File: src/rtl/axi_pkg.sv
// AXI4 parameters and the flattened request/response structs used by the single-beat DMA master.
package axi_pkg;
  localparam int DATA_BUS_WIDTH = 64;
  localparam int ID_BUS_WIDTH   = 4;
  localparam int ADDR_W         = 32;
  localparam int STRB_W         = DATA_BUS_WIDTH / 8;

  localparam logic [1:0] BURST_INCR  = 2'b01;
  localparam logic [1:0] RESP_OKAY   = 2'b00;
  localparam logic [1:0] RESP_SLVERR = 2'b10;

  typedef struct packed {
    logic [ID_BUS_WIDTH-1:0]   aw_id;
    logic [ADDR_W-1:0]         aw_addr;
    logic [7:0]                aw_len;
    logic [2:0]                aw_size;
    logic [1:0]                aw_burst;
    logic                      aw_valid;
    logic [DATA_BUS_WIDTH-1:0] w_data;
    logic [STRB_W-1:0]         w_strb;
    logic                      w_last;
    logic                      w_valid;
    logic                      b_ready;
    logic [ID_BUS_WIDTH-1:0]   ar_id;
    logic [ADDR_W-1:0]         ar_addr;
    logic [7:0]                ar_len;
    logic [2:0]                ar_size;
    logic [1:0]                ar_burst;
    logic                      ar_valid;
    logic                      r_ready;
  } axi_req_t;

  typedef struct packed {
    logic                      aw_ready;
    logic                      w_ready;
    logic [ID_BUS_WIDTH-1:0]   b_id;
    logic [1:0]                b_resp;
    logic                      b_valid;
    logic                      ar_ready;
    logic [ID_BUS_WIDTH-1:0]   r_id;
    logic [DATA_BUS_WIDTH-1:0] r_data;
    logic [1:0]                r_resp;
    logic                      r_last;
    logic                      r_valid;
  } axi_resp_t;
endpackage

File: src/rtl/dma_pkg.sv
// DMA descriptor/status/error types, FSM states and beat geometry.
package dma_pkg;
  localparam int BYTES   = axi_pkg::DATA_BUS_WIDTH / 8;
  localparam int OFF_W   = $clog2(BYTES);
  localparam int CHUNK_W = OFF_W + 1;

  typedef struct packed {
    logic [31:0] src_addr;
    logic [31:0] dst_addr;
    logic [31:0] num_bytes;
  } s_dma_desc_t;

  typedef struct packed {
    logic busy;
    logic done;
  } s_dma_status_t;

  typedef struct packed {
    logic        rd_err;
    logic        wr_err;
    logic [31:0] err_addr;
  } s_dma_error_t;

  typedef enum logic [2:0] {
    S_IDLE, S_RD_AR, S_RD_R, S_WR_AW_W, S_WR_B, S_DONE
  } dma_state_e;
endpackage

File: src/rtl/dma_copy_engine_if.sv
// AXI master bundle between the DMA engine and the downstream master mux.
interface dma_copy_engine_if;
  axi_pkg::axi_req_t  req;
  axi_pkg::axi_resp_t resp;

  modport master (output req, input  resp);
  modport slave  (input  req, output resp);
endinterface

File: src/rtl/dma_byte_aligner.sv
// Rotates a read beat into destination lane order and builds the write strobe for one chunk.
module dma_byte_aligner
  import axi_pkg::*;
  import dma_pkg::*;
(
  input  logic [DATA_BUS_WIDTH-1:0] rdata_i,
  input  logic [OFF_W-1:0]          src_off_i,
  input  logic [OFF_W-1:0]          dst_off_i,
  input  logic [CHUNK_W-1:0]        chunk_i,
  output logic [DATA_BUS_WIDTH-1:0] wdata_o,
  output logic [BYTES-1:0]          wstrb_o
);
  logic [OFF_W-1:0]   shift;
  logic [CHUNK_W:0]   hi;

  // OFF_W-bit subtraction wraps, giving the rotation mod BYTES for free
  assign shift = dst_off_i - src_off_i;
  assign hi    = {2'b00, dst_off_i} + {1'b0, chunk_i};

  for (genvar d = 0; d < BYTES; d++) begin : g_lane
    logic [OFF_W-1:0] s;
    assign s = OFF_W'(d) - shift;
    assign wdata_o[d*8 +: 8] = rdata_i[{s, 3'b000} +: 8];
    assign wstrb_o[d] = (OFF_W'(d) >= dst_off_i) && ((CHUNK_W+1)'(d) < hi);
  end
endmodule

File: src/rtl/dma_copy_engine.sv
// Single-channel memory-to-memory DMA: one single-beat read then one single-beat write per chunk,
// where a chunk never crosses a beat boundary on either side.
module dma_copy_engine
  import axi_pkg::*;
  import dma_pkg::*;
(
  input  logic                    clk,
  input  logic                    rst,
  input  logic                    dma_go_i,
  input  s_dma_desc_t             dma_desc_i,
  output s_dma_status_t           dma_stats_o,
  output s_dma_error_t            dma_error_o,
  dma_copy_engine_if.master       axi_if
);
  dma_state_e                state_q, state_d;
  logic [31:0]               src_q, src_d, dst_q, dst_d, rem_q, rem_d;
  logic [DATA_BUS_WIDTH-1:0] rdata_q, rdata_d;
  logic                      aw_done_q, aw_done_d, w_done_q, w_done_d;
  s_dma_status_t             stat_q, stat_d;
  s_dma_error_t              err_q, err_d;

  logic [OFF_W-1:0]          src_off, dst_off;
  logic [CHUNK_W-1:0]        src_room, dst_room, room, chunk;
  logic [DATA_BUS_WIDTH-1:0] wdata;
  logic [BYTES-1:0]          wstrb;
  logic                      aw_vld, w_vld, aw_fire, w_fire;
  logic                      unused_resp;

  assign src_off  = src_q[OFF_W-1:0];
  assign dst_off  = dst_q[OFF_W-1:0];
  assign src_room = CHUNK_W'(BYTES) - {1'b0, src_off};
  assign dst_room = CHUNK_W'(BYTES) - {1'b0, dst_off};
  assign room     = (src_room < dst_room) ? src_room : dst_room;
  assign chunk    = (rem_q < 32'(room)) ? rem_q[CHUNK_W-1:0] : room;

  dma_byte_aligner u_align (
    .rdata_i   (rdata_q),
    .src_off_i (src_off),
    .dst_off_i (dst_off),
    .chunk_i   (chunk),
    .wdata_o   (wdata),
    .wstrb_o   (wstrb)
  );

  assign aw_vld  = (state_q == S_WR_AW_W) && !aw_done_q;
  assign w_vld   = (state_q == S_WR_AW_W) && !w_done_q;
  assign aw_fire = aw_vld && axi_if.resp.aw_ready;
  assign w_fire  = w_vld && axi_if.resp.w_ready;
  assign unused_resp = ^{axi_if.resp.b_id, axi_if.resp.r_id, axi_if.resp.r_last};

  always_comb begin
    axi_if.req          = '0;
    axi_if.req.ar_addr  = {src_q[31:OFF_W], {OFF_W{1'b0}}};
    axi_if.req.ar_size  = 3'(OFF_W);
    axi_if.req.ar_burst = BURST_INCR;
    axi_if.req.ar_valid = (state_q == S_RD_AR);
    axi_if.req.r_ready  = (state_q == S_RD_R);
    axi_if.req.aw_addr  = {dst_q[31:OFF_W], {OFF_W{1'b0}}};
    axi_if.req.aw_size  = 3'(OFF_W);
    axi_if.req.aw_burst = BURST_INCR;
    axi_if.req.aw_valid = aw_vld;
    axi_if.req.w_data   = wdata;
    axi_if.req.w_strb   = wstrb;
    axi_if.req.w_last   = 1'b1;
    axi_if.req.w_valid  = w_vld;
    axi_if.req.b_ready  = (state_q == S_WR_B);
  end

  always_comb begin
    state_d   = state_q;
    src_d     = src_q;
    dst_d     = dst_q;
    rem_d     = rem_q;
    rdata_d   = rdata_q;
    aw_done_d = aw_done_q;
    w_done_d  = w_done_q;
    stat_d    = stat_q;
    err_d     = err_q;
    unique case (state_q)
      S_IDLE: if (dma_go_i) begin
        src_d       = dma_desc_i.src_addr;
        dst_d       = dma_desc_i.dst_addr;
        rem_d       = dma_desc_i.num_bytes;
        stat_d.busy = 1'b1;
        stat_d.done = 1'b0;
        err_d       = '0;
        state_d     = (dma_desc_i.num_bytes == '0) ? S_DONE : S_RD_AR;
      end
      S_RD_AR: if (axi_if.resp.ar_ready) state_d = S_RD_R;
      S_RD_R: if (axi_if.resp.r_valid) begin
        rdata_d   = axi_if.resp.r_data;
        aw_done_d = 1'b0;
        w_done_d  = 1'b0;
        if (axi_if.resp.r_resp != RESP_OKAY) begin
          err_d.rd_err   = 1'b1;
          err_d.err_addr = src_q;
          state_d        = S_DONE;
        end else begin
          state_d = S_WR_AW_W;
        end
      end
      S_WR_AW_W: begin
        aw_done_d = aw_done_q | aw_fire;
        w_done_d  = w_done_q | w_fire;
        if (aw_done_d && w_done_d) begin
          aw_done_d = 1'b0;
          w_done_d  = 1'b0;
          state_d   = S_WR_B;
        end
      end
      S_WR_B: if (axi_if.resp.b_valid) begin
        if (axi_if.resp.b_resp != RESP_OKAY) begin
          err_d.wr_err   = 1'b1;
          err_d.err_addr = dst_q;
          state_d        = S_DONE;
        end else begin
          src_d   = src_q + 32'(chunk);
          dst_d   = dst_q + 32'(chunk);
          rem_d   = rem_q - 32'(chunk);
          state_d = (rem_q == 32'(chunk)) ? S_DONE : S_RD_AR;
        end
      end
      S_DONE: begin
        stat_d.busy = 1'b0;
        stat_d.done = 1'b1;
        state_d     = S_IDLE;
      end
      default: state_d = S_IDLE;
    endcase
  end

  always_ff @(posedge clk) begin
    if (rst) begin
      state_q   <= S_IDLE;
      src_q     <= '0;
      dst_q     <= '0;
      rem_q     <= '0;
      rdata_q   <= '0;
      aw_done_q <= 1'b0;
      w_done_q  <= 1'b0;
      stat_q    <= '0;
      err_q     <= '0;
    end else begin
      state_q   <= state_d;
      src_q     <= src_d;
      dst_q     <= dst_d;
      rem_q     <= rem_d;
      rdata_q   <= rdata_d;
      aw_done_q <= aw_done_d;
      w_done_q  <= w_done_d;
      stat_q    <= stat_d;
      err_q     <= err_d;
    end
  end

  assign dma_stats_o = stat_q;
  assign dma_error_o = err_q;
endmodule

File: src/flat_wrapper.sv
// flat-port wrapper written by rule: the top's interface ports become plain ports
module dma_copy_engine_flat import axi_pkg::*; import dma_pkg::*;
  (clk, rst, dma_go_i, dma_desc_i, dma_stats_o, dma_error_o, axi_if_req, axi_if_resp);
  dma_copy_engine_if axi_if_i ();
  input  logic clk;
  input  logic rst;
  input  logic dma_go_i;
  input  s_dma_desc_t dma_desc_i;
  output s_dma_status_t dma_stats_o;
  output s_dma_error_t dma_error_o;
  output wire logic [$bits(axi_if_i.req)-1:0] axi_if_req;
  input wire logic [$bits(axi_if_i.resp)-1:0] axi_if_resp;
  assign axi_if_req = axi_if_i.req;
  assign axi_if_i.resp = axi_if_resp;
  dma_copy_engine u_core (.clk(clk), .rst(rst), .dma_go_i(dma_go_i), .dma_desc_i(dma_desc_i), .dma_stats_o(dma_stats_o), .dma_error_o(dma_error_o), .axi_if(axi_if_i));
endmodule
File: config.mk
export PLATFORM = sky130hd
export DESIGN_NAME = dma_copy_engine_flat
export DESIGN_NICKNAME = d
export VERILOG_FILES = /design/src/rtl/axi_pkg.sv /design/src/rtl/dma_pkg.sv /design/src/rtl/dma_copy_engine_if.sv /design/src/rtl/dma_byte_aligner.sv /design/src/rtl/dma_copy_engine.sv /design/src/flat_wrapper.sv
export SDC_FILE = /design/constraint.sdc
export NUM_CORES = 1
export LEC_CHECK = 0
export CAP_MARGIN = 20
export CORE_MARGIN = 5
export CORE_UTILIZATION = 53
export CTS_CLUSTER_DIAMETER = 30
export CTS_CLUSTER_SIZE = 12
export DETAILED_ROUTE_END_ITERATION = 16
export GPL_TIMING_DRIVEN = 0
export PLACE_DENSITY = 0.87
export SETUP_SLACK_MARGIN = 0.5
export SKIP_LAST_GASP = 1
export SYNTH_ARGS = -nofsm -noshare
export SYNTH_HDL_FRONTEND = slang
export SYNTH_HIERARCHICAL = 1
export SYNTH_SLANG_ARGS = --single-unit
File: constraint.sdc
create_clock -name clk -period 8.3 [get_ports clk]
set_clock_uncertainty 0.1 [all_clocks]
set_input_delay 0.83 -clock clk [delete_from_list [all_inputs] [get_ports clk]]
set_output_delay 0.83 -clock clk [all_outputs]
set_load 0.01 [all_outputs]
==> results of run 1 <==
placed cells by master, fill, tap and decap left out, drive strengths merged, types with 12 or more instances in the layout:
cell	n
a211oi	49
a21o	18
a21oi	151
a22oi	45
a311oi	12
a31oi	24
and3	13
buf	128
clkbuf	159
clkdlybuf4s50	342
conb	41
dfxtp	201
ha	26
inv	31
mux2	68
mux2i	12
mux4	65
nand2	234
nand3	44
nand4	14
nor2	135
nor3	36
nor4	27
o211ai	13
o21ai	59
or3	14
flip-flops by register name (all words and copies together) (netlist names):
register and count:
u_core/aw_done_q 1, u_core/dma_stats_o 2, u_core/dst_q 32, u_core/state_q 3, u_core/w_done_q 1, u_core/dma_error_o 34, u_core/rem_q 32, u_core/rdata_q 64
u_core/src_q 32
synthesized netlist by cell type (all sizes together), types with 8 or more instances:
master / n / share of area, %
a211oi: 49 / 2.6
a21o: 18 / 0.96
a21oi: 151 / 5.4
a22oi: 45 / 2.4
a311oi: 12 / 0.75
a31oi: 24 / 1.1
a32o: 8 / 0.57
and3: 13 / 0.58
buf: 125 / 6.3
clkbuf: 103 / 2.8
dfxtp: 201 / 29
ha: 26 / 2.3
inv: 28 / 0.75
mux2: 68 / 5.5
mux2i: 12 / 0.86
mux4: 65 / 10
nand2: 234 / 6.3
nand2b: 9 / 0.45
nand3: 44 / 1.6
nand3b: 8 / 0.43
nand4: 14 / 0.62
nor2: 135 / 3.6
nor3: 36 / 1.3
nor4: 27 / 1.3
o211ai: 13 / 0.70
o21ai: 59 / 2.1
o31ai: 11 / 0.59
or3: 14 / 0.66
or4: 11 / 0.64
xnor2: 10 / 0.92
stage by stage:
step,instance area [µm²],hold WS (ns),std cells,utilization [%]
2_1_floorplan,14200,0.353,1720,-
3_3_place_gp,18000,0.363,2397,69.1
3_5_place_dp,18000,0.375,2397,69.1
4_1_cts,19600,0.384,2475,75.1
5_1_grt,19600,0.405,2479,75.2
6_report,19600,0.386,2480,75.2
how the worst max path moves through the flow:
stage                            startpoint             end  slack [ns]  cells after the start
2_1_floorplan  u_core/dst_q[1]$_SDFFE_PP0P_  axi_if_req[54]        2.12                     22
3_3_place_gp   u_core/dst_q[1]$_SDFFE_PP0P_  axi_if_req[54]        1.28                     23
3_5_place_dp   u_core/dst_q[1]$_SDFFE_PP0P_  axi_if_req[54]        0.98                     23
4_1_cts        u_core/dst_q[0]$_SDFFE_PP0P_  axi_if_req[54]        0.51                     23
5_1_grt        u_core/dst_q[0]$_SDFFE_PP0P_  axi_if_req[54]        0.48                     23
6_report       u_core/src_q[0]$_SDFFE_PP0P_  axi_if_req[54]        0.76                     23
power groups by stage:
stage	combinational, mW	sequential, mW	clock [mW]
5_1_grt	2.25	1.23	1.87
3_3_place_gp	2.01	1.22	0
4_1_cts	2.07	1.21	1.81
2_1_floorplan	1.29	1.19	0
3_5_place_dp	2.05	1.23	0
6_report	2.15	1.22	1.82
metal layers:
| layer | vias to the layer above | routed length [µm] |
|---|---|---|
| met1 | 7582 | 22100 |
| met3 | 414 | 9100 |
| li1 | 6987 | - |
| met2 | 1530 | 30100 |
| met4 | 0 | 5770 |
| met5 | - | 0 |
logic make-up after synthesis:
kind of cell	Yosys count	synth area share, %
AOI/OAI and AO/OA	455	21.2
xor gates and xnor gates	12	1.10
adders and majority gates	31	3.03
buffers and inverters	256	9.82
DFF	201	28.7
muxes	145	16.8
other	2	0.0535
and+or+nand+nor	579	19.2
layout make-up:
cell class	instances	area [µm²]	share of cell area [%]
Sequential cell	201	4030	20.6
Antenna cell	2	5.00	0.0255
Tap cell	335	419	2.14
Inverter	28	105	0.536
Clock buffer	56	1250	6.36
Multi-Input combinational cell	1263	8780	44.8
Buffer	228	1270	6.49
Timing Repair Buffer	345	3450	17.6
Clock inverter	22	298	1.52
critical path, stage by stage, from the launching register on:
cell,delay (ns)
dfxtp_2,0.45
inv_1,0.12
ha_1,0.23
xnor2_1,0.25
ha_1,0.28
o21a_1,0.18
nor2_1,0.15
a21oi_2,0.10
nand2b_1,0.18
nand2_1,0.12
inv_1,0.05
ha_1,0.32
a21oi_1,0.18
nor2b_1,0.09
or4_4,0.44
a41oi_4,0.29
buf_4,0.18
mux2_4,0.36
fa_1,0.44
and2_1,0.19
a21oi_1,0.29
nor3_1,0.16
a2111oi_2,0.41
clkdlybuf4s50_1,0.62
repair_timing:
item,4_1_cts,5_1_grt
gates resized for setup,1,7
setup buffers,0,3
pin swaps,0,0
endpoints found under the setup margin,1,4
==> impl_metrics.env, run 1 <==
export IMPL_ios=393
export IMPL_syn_inst=1681
export IMPL_wl_per_cell_um=27.1
export IMPL_cp_start_kind="flop"
export IMPL_routed_wl_um=67100
export IMPL_overflow=0
export IMPL_dieArea_um2=29800
export IMPL_layout_drive_gt1_share_pct=15.3
export IMPL_initial_core_util_pct=53.8
export IMPL_powerDensity_nw_per_um2=265
export IMPL_reg2reg_slack_ns=1.57
export IMPL_drc=0
export IMPL_clkPwrFrac_pct=35.0
export IMPL_place_hpwl_um=49900
export IMPL_min_to="u_core/rem_q[8]$_SDFFE_PP0P_"
export IMPL_busiest_layer="met2"
export IMPL_hold_depth=2
export IMPL_first_iter_violations=2707
export IMPL_clock_fmax_ghz=0.133
export IMPL_p_seq_share_pct=23.6
export IMPL_p_sw_mw=1.94
export IMPL_rsz0062_at_grt="false"
export IMPL_syn_avg_cell_area_um2=8.35
export IMPL_die_w_um=173
export IMPL_synth_seq_area_share_pct=28.7
export IMPL_place_gp_congestion=1.06
export IMPL_critPathRequiredTime_ns=7.37
export IMPL_portBuffers=342
export IMPL_rr_worst_depth=25
export IMPL_path_class="flop to primary output"
export IMPL_grt_max_degree=16
export IMPL_synth_seq_cells=201
export IMPL_tns_ns=0
export IMPL_cts_tree="yes"
export IMPL_grt_usage_pct=42.1
export IMPL_maxSlewViolCount=0
export IMPL_antenna_found_initial=2
export IMPL_synth_distinct_cells=80
export IMPL_synth_edf_count=0
export IMPL_synth_warnings=6
export IMPL_rows=59
export IMPL_outcome="finished, final reports clean"
export IMPL_synthFlopType="dfxtp_1"
export IMPL_drt_first_pass_iters=9
export IMPL_grt_use_met1_pct=47.1
export IMPL_vdd_drop_max_mv=0.220
export IMPL_postRouteAntennaNets=0
export IMPL_core_area_um2=26100
export IMPL_worst_pin_slew_ns=1.14
export IMPL_vias=16500
export IMPL_layout_nets=2323
export IMPL_nFillCells=1925
export IMPL_layout_setup_ws_ns=0.756
export IMPL_max_slew_margin_pct=24.2
export IMPL_hold_buffers=0
export IMPL_cts_buffers=44
export IMPL_path_clk_slew_ns=0.05
export IMPL_grtUsageMet2_pct=68.3
export IMPL_switching_share_pct=37.3
export IMPL_setup_violations_final=0
export IMPL_setup_worst_path_end_class="primary output"
export IMPL_routed_via_density=6.66
export IMPL_power_mw=5.19
export IMPL_p_comb_share_pct=41.4
export IMPL_cts_htree_levels=2
export IMPL_die_h_um=173
export IMPL_syn_to_final_growth_pct=39.8
export IMPL_place_ws_ns=0.978
export IMPL_clock_latency_ns=0.54
export IMPL_fin_crit_ns=7.54
export IMPL_grt_pass1_wl_um=98600
export IMPL_min_path_type="flop to flop"
export IMPL_clock_sinks=201
export IMPL_clock_path_buffers=3
export IMPL_hold_viol_final=0
export IMPL_period_share_pct=90.9
export IMPL_async_flop_share_pct=0
export IMPL_rr_endpoint="u_core/rem_q[24]$_SDFFE_PP0P_"
export IMPL_drv_cap=0
export IMPL_cts_root_buf="clkbuf_16"
export IMPL_cp_max_fo=7
export IMPL_critPathArrivalTime_ns=6.61
export IMPL_worstHoldStart="u_core/rem_q[8]$_SDFFE_PP0P_"
export IMPL_rr_startpoint="u_core/src_q[0]$_SDFFE_PP0P_"
export IMPL_total_leakage_power_nw=7.32
export IMPL_internal_power_mw=3.25
export IMPL_use_met3_pct=14.0
export IMPL_grt_pass1_vias=16400
export IMPL_syn_area_um2=14000
No activity file was read; power rests on OpenSTA's default activity.
==> run 2, diff against run 1 <==
CORE_UTILIZATION = 42   (was 53)
PLACE_DENSITY = 0.72   (was 0.87)
SLEW_MARGIN = 20   (was default)
==> impl_metrics.env, run 2 (synthesized netlist as in run 1, its figures left out) <==
export IMPL_fin_util_pct=60.6
export IMPL_vias=16100
export IMPL_hold_buffers=0
export IMPL_rows=67
export IMPL_cp_start_kind="flop"
export IMPL_rsz0062_at_grt="false"
export IMPL_setup_worst_path_end_class="primary output"
export IMPL_hold_viol_final=0
export IMPL_antenna_found_initial=0
export IMPL_grt_max_degree=16
export IMPL_drt_first_pass_iters=8
export IMPL_path_clk_slew_ns=0.04
export IMPL_die_h_um=193
export IMPL_internal_power_mw=3.61
export IMPL_total_leakage_power_nw=7.56
export IMPL_switching_share_pct=34.9
export IMPL_period_share_pct=89.1
export IMPL_setup_violations_final=0
export IMPL_maxSlewViolCount=0
export IMPL_p_sw_mw=1.93
export IMPL_drv_cap=0
export IMPL_grt_pass1_wl_um=94700
export IMPL_tns_ns=0
export IMPL_postRouteAntennaNets=0
export IMPL_critPathArrivalTime_ns=6.46
export IMPL_layout_common_cells="clkdlybuf4s50_1 (342), nand2_1 (234), dfxtp_1 (197), a21oi_1 (150), nor2_1 (135)"
export IMPL_routed_via_density=6.16
export IMPL_place_gp_congestion=0.997
export IMPL_grt_pass1_vias=15500
export IMPL_die_w_um=193
export IMPL_layout_drive_gt1_share_pct=16.0
export IMPL_overflow=0
export IMPL_largest_register="u_core/rdata_q"
export IMPL_largest_reg_flops=64
export IMPL_grt_usage_pct=33.6
export IMPL_core_area_um2=33300
export IMPL_vdd_drop_max_mv=0.164
export IMPL_ios=393
export IMPL_place_hpwl_um=49600
export IMPL_p_comb_share_pct=37.8
export IMPL_dieArea_um2=37200
export IMPL_fin_crit_ns=7.39
export IMPL_cp_max_fo=12
export IMPL_first_iter_violations=2072
export IMPL_path_class="flop to primary output"
export IMPL_worst_pin_slew_ns=1.13
export IMPL_layout_nets=2337
export IMPL_cts_tree="yes"
export IMPL_clock_latency_ns=0.55
export IMPL_p_seq_share_pct=22.0
export IMPL_drc=0
export IMPL_critPathRequiredTime_ns=7.37
export IMPL_min_path_type="flop to flop"
export IMPL_syn_to_final_growth_pct=43.9
export IMPL_clock_path_buffers=3
export IMPL_clock_fmax_ghz=0.135
export IMPL_portBuffers=342
export IMPL_initial_core_util_pct=42.2
export IMPL_cts_root_buf="clkbuf_16"
export IMPL_power_mw=5.54
export IMPL_routed_wl_um=65700
export IMPL_diodes=0
export IMPL_outcome="finished, final reports clean"
export IMPL_max_slew_margin_pct=24.2
export IMPL_cts_buffers=56
export IMPL_powerDensity_nw_per_um2=275
export IMPL_layout_commonest_cell="clkdlybuf4s50_1"
export IMPL_cts_htree_levels=2
export IMPL_clkPwrFrac_pct=40.2
export IMPL_clock_sinks=201
export IMPL_wl_per_cell_um=25.1
-- run 2: path summary, 6_finish.rpt --
path / from / end / slack (ns) / cells after the start
setup / recovery: u_core/dst_q[0]$_SDFFE_PP0P_ / axi_if_req[54] / 0.91 / 22
hold / removal: u_core/dma_error_o[26]$_SDFFE_PP0P_ / u_core/dma_error_o[26]$_SDFFE_PP0P_ / 0.39 / 2
setup reg to reg: u_core/dst_q[0]$_SDFFE_PP0P_ / u_core/src_q[30]$_SDFFE_PP0P_ / 1.75 / 23
hold reg to reg: u_core/dma_error_o[26]$_SDFFE_PP0P_ / u_core/dma_error_o[26]$_SDFFE_PP0P_ / 0.39 / 2
-- run 2: metrics by stage --
stage                     setup slack, ns  cells  area (µm²)  hold slack [ns]
final                               0.906   2616       20200            0.394
after global routing                0.453   2616       20200            0.398
after CTS                           0.553   2611       20100            0.387
after detailed placement             1.11   2510       18200            0.381
after global placement               1.26   2510       18200            0.362
after floorplan                      2.12   1720       14200            0.353
-- run 2: power groups by stage --
stage | clock (mW) | combinational [mW] | sequential [mW]
floorplan | 0 | 1.29 | 1.19
global placement | 0 | 2.00 | 1.22
detailed placement | 0 | 2.03 | 1.23
CTS | 2.23 | 2.04 | 1.21
global route | 2.31 | 2.21 | 1.23
finish | 2.23 | 2.09 | 1.22
-- run 2: what timing repair did --
| item | 4_1_cts | 5_1_grt |
|---|---|---|
| setup endpoints to repair | 0 | 7 |
| setup buffers | 0 | 5 |
| gates resized for setup | 0 | 6 |
-- run 2: cell type report --
cell class | count | area (µm²)
fillers | 2959 | 13100
multi-input cells | 1263 | 8780
flip-flops and latches | 201 | 4030
repair buffers | 347 | 3460
clock buffers | 77 | 1600
plain buffers | 228 | 1270
well taps | 448 | 561
clock inverters | 24 | 368
inverters | 28 | 105
-- run 2: worst max-delay path: stages (launching register included) --
cell	delay [ns]
dfxtp_2	0.49
inv_1	0.13
ha_1	0.23
xor2_1	0.15
ha_1	0.22
a211oi_1	0.33
a21oi_2	0.17
nand2b_1	0.17
nand2_1	0.12
inv_1	0.05
ha_1	0.32
a21oi_1	0.16
nor2b_1	0.06
or4_4	0.43
a41oi_4	0.28
buf_4	0.17
mux2_4	0.35
fa_1	0.45
and2_1	0.19
a21oi_1	0.26
nor3_1	0.12
a2111oi_0	0.44
clkdlybuf4s50_1	0.62
-- run 2: routing by layer --
layer / vias up / global-route usage, % / wire length, µm
met5: - / 0 / 0
li1: 7014 / - / -
met4: 0 / 19.6 / 4500
met3: 294 / 9.68 / 8580
met1: 7486 / 39.5 / 22900
met2: 1311 / 54.5 / 29700
